`config.mk`:
```
export PLATFORM = sky130hd
export DESIGN_NAME = mem_access_unit
export DESIGN_NICKNAME = d
export VERILOG_FILES = /design/src/rtl/mem_access_pkg.sv /design/src/rtl/mem_lane_align.sv /design/src/rtl/mem_access_unit.sv
export SDC_FILE = /design/constraint.sdc
export NUM_CORES = 1
export LEC_CHECK = 0
export ABC_AREA = 1
export BUFFER_PORTS_ARGS = -buffer_cell sky130_fd_sc_hd__buf_2
export CORE_MARGIN = 4
export CORE_UTILIZATION = 51
export CTS_CLUSTER_DIAMETER = 30
export DETAILED_ROUTE_END_ITERATION = 16
export PLACE_DENSITY_LB_ADDON = 0.05
export SLEW_MARGIN = 15
export SYNTH_ARGS = -nofsm -noshare
export SYNTH_HDL_FRONTEND = slang
export SYNTH_SLANG_ARGS = --single-unit
```
`constraint.sdc`:
```
create_clock -name clk -period 3.3 [get_ports clk]
set_clock_uncertainty 0.05 [all_clocks]
set_input_delay 0.495 -clock clk [delete_from_list [all_inputs] [get_ports clk]]
set_output_delay 0.495 -clock clk [all_outputs]
set_load 0.05 [all_outputs]
```
`src/rtl/mem_access_pkg.sv`:
```
// Shared encodings for the sub-word memory access unit.
// Access size codes and the store read-modify-write state machine states.
package mem_access_pkg;

    localparam logic [1:0] SIZE_B = 2'b00;
    localparam logic [1:0] SIZE_H = 2'b01;
    localparam logic [1:0] SIZE_W = 2'b10;

    typedef enum logic [0:0] {
        ST_IDLE  = 1'b0,
        ST_WRITE = 1'b1
    } state_t;

endpackage

```
`src/rtl/mem_lane_align.sv`:
```
// Lane steering between byte-addressed requests and 32-bit memory words.
// Purely combinational: load extraction/extension and store lane merge.
module mem_lane_align
    import mem_access_pkg::*;
(
    input  logic [1:0]  i_size,
    input  logic        i_signed,
    input  logic [1:0]  i_addr_lo,
    input  logic [31:0] i_rdata,
    input  logic [15:0] i_wdata,
    output logic [31:0] o_load,
    output logic [31:0] o_merged
);

    logic [7:0]  w_byte;
    logic [15:0] w_half;

    always_comb begin
        w_byte = i_rdata[{i_addr_lo, 3'b000} +: 8];
        w_half = i_rdata[{i_addr_lo[1], 4'b0000} +: 16];

        case (i_size)
            SIZE_B:  o_load = {{24{i_signed & w_byte[7]}}, w_byte};
            SIZE_H:  o_load = {{16{i_signed & w_half[15]}}, w_half};
            default: o_load = i_rdata;
        endcase

        // Only the addressed lane(s) change; the rest keep the word read from memory.
        o_merged = i_rdata;
        case (i_size)
            SIZE_B:  o_merged[{i_addr_lo, 3'b000} +: 8]     = i_wdata[7:0];
            SIZE_H:  o_merged[{i_addr_lo[1], 4'b0000} +: 16] = i_wdata;
            default: o_merged = i_rdata;
        endcase
    end

endmodule

```
`src/rtl/mem_access_unit.sv`:
```
// Byte/halfword/word load-store adapter in front of a word-only data memory.
// Loads and word stores are single cycle; sub-word stores read-modify-write over two cycles.
module mem_access_unit
    import mem_access_pkg::*;
(
    input  logic        clk,
    input  logic        reset,
    input  logic        req_valid,
    input  logic        req_we,
    input  logic [1:0]  req_size,
    input  logic        req_signed,
    input  logic [31:0] req_addr,
    input  logic [31:0] req_wdata,
    output logic [31:0] load_data,
    output logic        stall,
    output logic        exc_misalign,
    output logic [31:0] bad_addr,
    output logic        mem_rd,
    output logic        mem_wr,
    output logic [31:0] mem_addr,
    output logic [31:0] mem_wdata,
    input  logic [31:0] mem_rdata
);

    state_t      r_state;
    logic [31:0] r_addr;
    logic [31:0] r_merged;
    logic [31:0] r_bad_addr;

    logic        w_fault;
    logic        w_sub_store;
    logic [31:0] w_word_addr;
    logic [31:0] w_load;
    logic [31:0] w_merged;

    assign w_word_addr = {req_addr[31:2], 2'b00};
    assign w_sub_store = req_we && (req_size == SIZE_B || req_size == SIZE_H);
    assign bad_addr    = r_bad_addr;

    always_comb begin
        case (req_size)
            SIZE_B:  w_fault = 1'b0;
            SIZE_H:  w_fault = req_addr[0];
            SIZE_W:  w_fault = (req_addr[1:0] != 2'b00);
            default: w_fault = 1'b1;
        endcase
    end

    mem_lane_align u_align (
        .i_size    (req_size),
        .i_signed  (req_signed),
        .i_addr_lo (req_addr[1:0]),
        .i_rdata   (mem_rdata),
        .i_wdata   (req_wdata[15:0]),
        .o_load    (w_load),
        .o_merged  (w_merged)
    );

    // In WRITE the inputs still show the consumed store, so they are ignored.
    always_comb begin
        load_data    = 32'd0;
        stall        = 1'b0;
        exc_misalign = 1'b0;
        mem_rd       = 1'b0;
        mem_wr       = 1'b0;
        mem_addr     = 32'd0;
        mem_wdata    = 32'd0;
        if (reset) begin
            load_data = 32'd0;
        end else if (r_state == ST_WRITE) begin
            mem_wr    = 1'b1;
            mem_addr  = r_addr;
            mem_wdata = r_merged;
        end else if (req_valid) begin
            if (w_fault) begin
                exc_misalign = 1'b1;
            end else if (!req_we) begin
                mem_rd    = 1'b1;
                mem_addr  = w_word_addr;
                load_data = w_load;
            end else if (req_size == SIZE_W) begin
                mem_wr    = 1'b1;
                mem_addr  = w_word_addr;
                mem_wdata = req_wdata;
            end else begin
                mem_rd   = 1'b1;
                stall    = 1'b1;
                mem_addr = w_word_addr;
            end
        end
    end

    always_ff @(posedge clk) begin
        if (reset) begin
            r_state    <= ST_IDLE;
            r_addr     <= 32'd0;
            r_merged   <= 32'd0;
            r_bad_addr <= 32'd0;
        end else begin
            case (r_state)
                ST_IDLE: begin
                    if (req_valid && w_fault) begin
                        r_bad_addr <= req_addr;
                    end else if (req_valid && w_sub_store) begin
                        r_merged <= w_merged;
                        r_addr   <= w_word_addr;
                        r_state  <= ST_WRITE;
                    end
                end
                default: r_state <= ST_IDLE;
            endcase
        end
    end

endmodule

```
==> impl_results.md <==
* Outcome: finished, final reports clean
* Die area at 14500 um2
* Syn Inst Count at between 1k and 1.5k
* Layout cells sized above 1 at 23.6%
* Synthesis-to-finish area growth at 23.1%
* Vias at 7956
* Ys flop type: dfxtp_1
* Post-place setup slack at 0.438 ns
* Global route overflow at 0
* Setup TNS at 0 ns
* Cts bufs inserted at 9
* Max stage delay on crit path at between 0.3 and 0.4 ns
* Post-synth top area share at slightly below 30%
* Worst setup EP type: primary output
* # diodes at 0
* Lkg Pwr at 3.91 nW
* Port Buf Inserts at between 200 and 250
* Kind of critical path: in -> out
* Crit path launch type: input pin
* CTS tree: yes
* Hold Fails Final Rpt at 0
* Buffers plus inverters on the worst setup path at 4
* Crit-path leading delay family: buffers and inverters
* Fin worst setup slack at ~0.42 ns
* CP required at 2.75 ns
* Slowest stage cell, crit path: buf_4
* Vias in the first global route at 7008
* Most frequent cells in the layout: 244 x nand2_1, 232 x buf_2, 192 x nor2_1
* DRC at 0
* Starting Density at ~53%
* Post-route cell area at 7960 um2
* EDFF count, synth at 0
* First-pass GRT wire length at around 37000 um
* Initial antenna violation count at 1
* Post-synthesis cell type count at 31
* Drt via density at 5.46
* Root Driver: clkbuf_16
* DR iter-0 viols at 821
* Sequential area share after synthesis at between 20% and 30%
* WHS at ~0.35 ns
* Clock Path Buffers at 2
* Max-Cap Viols at 0
* Worst Path Max Fanout at 28
* Final wirelength at around 23000 um
* CTS sink cnt at 95
* Syn avg cell area at 5.87 um2
* Pin count of the biggest net entering global routing at 69
* Ranking of synthesized cells by area: dfxtp_1 29%, nand2_1 14%, nor2_1 11%
* Post-Place Cells at 1442
* First-pass iteration count of the detailed router at 5
* Post-synth ARST share at 0%
* CTS Hold Buffers Added at 0
* Layout Utilization at 65.2%
* FP Rows at 40
* Fmax at 0.347 GHz
* Clock transition at path regs at 0.07 ns
* Pins Over Slew Limit at 0
* RSZ-0062 raised after global routing: no
* Rel. slew slack at 34.3%
* Setup bufs post-CTS at 0
* Final HPWL DP at 16500 um
* Setup-failing EPs final at 0
* Tmin final at 2.88 ns
* Final GP Congestion at roughly 1.0
* # IOs at 235
* Die height at between 100 and 150 um
* Clk Latency, worst-skew pair at about 0.35 ns
* Mapped Area at 6470 um2
* Worst min-delay path category: in -> reg
* Tot GR Track Use at 30.9%
* Cell Pwr Density at between 300 and 400 nW/um2
* Die Wd at 121 um
* CP cell instances: buf_2, inv_2, ha_1, nand2_1, nand2_4, buf_4, nand2_4, nor2_1, buf_2
* Post-route ant nets at 0
* WP data arrival at 2.34 ns
* Worst Tran Pin Value at ~0.97 ns
* Fin crit share at 87.4%
* Layout Nets at 1393
* Most common cell after layout, fill and taps aside: nand2_1
* Core outline area at 12200 um2
* Resize count post-CTS at 0
* Area leader, netlist: dfxtp_1
* FF+latch count, synth at 95
* Synth warnings at 0
* Post-route insts no fill at 1458
* Total Power at between 3 and 4 mW
* VDD IR max at 0.502 mV
* Placed Area at 7630 um2
* Wire per inst at 15.8 um
* H-tree depth at 3
==> kinds of logic after synthesis <==
group                      count (synthesis)  share of synthesized area (%)
adders and majority gates                  5                          0.967
buffers and inverters                    174                           11.3
other                                      1                         0.0580
and+or+nand+nor                          535                           34.5
DFF                                       95                           29.4
AOI/OAI and AO/OA                        291                           23.7
==> per-layer routing <==
| metal | GRT usage [%] | part of all wire (%) |
|---|---|---|
| met2 | 46.4 | 44 |
| met4 | 10.1 | 2.3 |
| met3 | 5.80 | 9.4 |
| met1 | 44.4 | 44 |
| met5 | 0 | 0.078 |
==> registers in the layout (all words and copies together) (netlist names) <==
name	count
bad_addr	32
r_state	1
r_merged	32
r_addr	30
==> cell type report <==
class | instances | area, um2
multi-input combinational | 833 | 3850
tap | 168 | 210
fill | 1248 | 4250
clock buffer | 9 | 225
sequential | 95 | 1900
timing repair buffer | 253 | 1320
inverter | 93 | 353
clock inverter | 7 | 100
==> worst min-delay path: stages <==
cell    delay [ns]
buf_2         0.10
nor2_1        0.04
nor2_1        0.08
==> synth_stat cells (2+ instances only) <==
cell      number
nor2_1       192
nand4_1       32
a21oi_1      132
nand3_2        2
nand3_1       43
dfxtp_1       95
o21ai_0      126
o221ai_1       7
ha_1           5
nand2_4        3
nand2_2        3
nor2_2        13
buf_1          3
inv_1         85
nand2_1      244
o21ai_1        8
inv_2          6
o211ai_1       9
clkbuf_1      41
buf_4          8
a22oi_1        7
buf_2         28
==> worst paths after layout <==
| path | from | to | slack (ns) | depth (start not counted) |
|---|---|---|---|---|
| min | req_addr[6] | bad_addr[6] | 0.35 | 3 |
| max reg2reg | r_state | r_merged[23] | 1.44 | 8 |
| min reg2reg | r_addr[13] | r_addr[13] | 0.44 | 2 |
| max | req_addr[0] | stall | 0.42 | 9 |
==> where the power goes <==
part | leakage [nW] | switching (mW) | internal, mW
sequential | 0.777 | 0.0283 | 1.21
clock | 0.161 | 0.475 | 0.674
combinational | 2.97 | 0.586 | 0.207
Power figures use the tool's default switching activity.
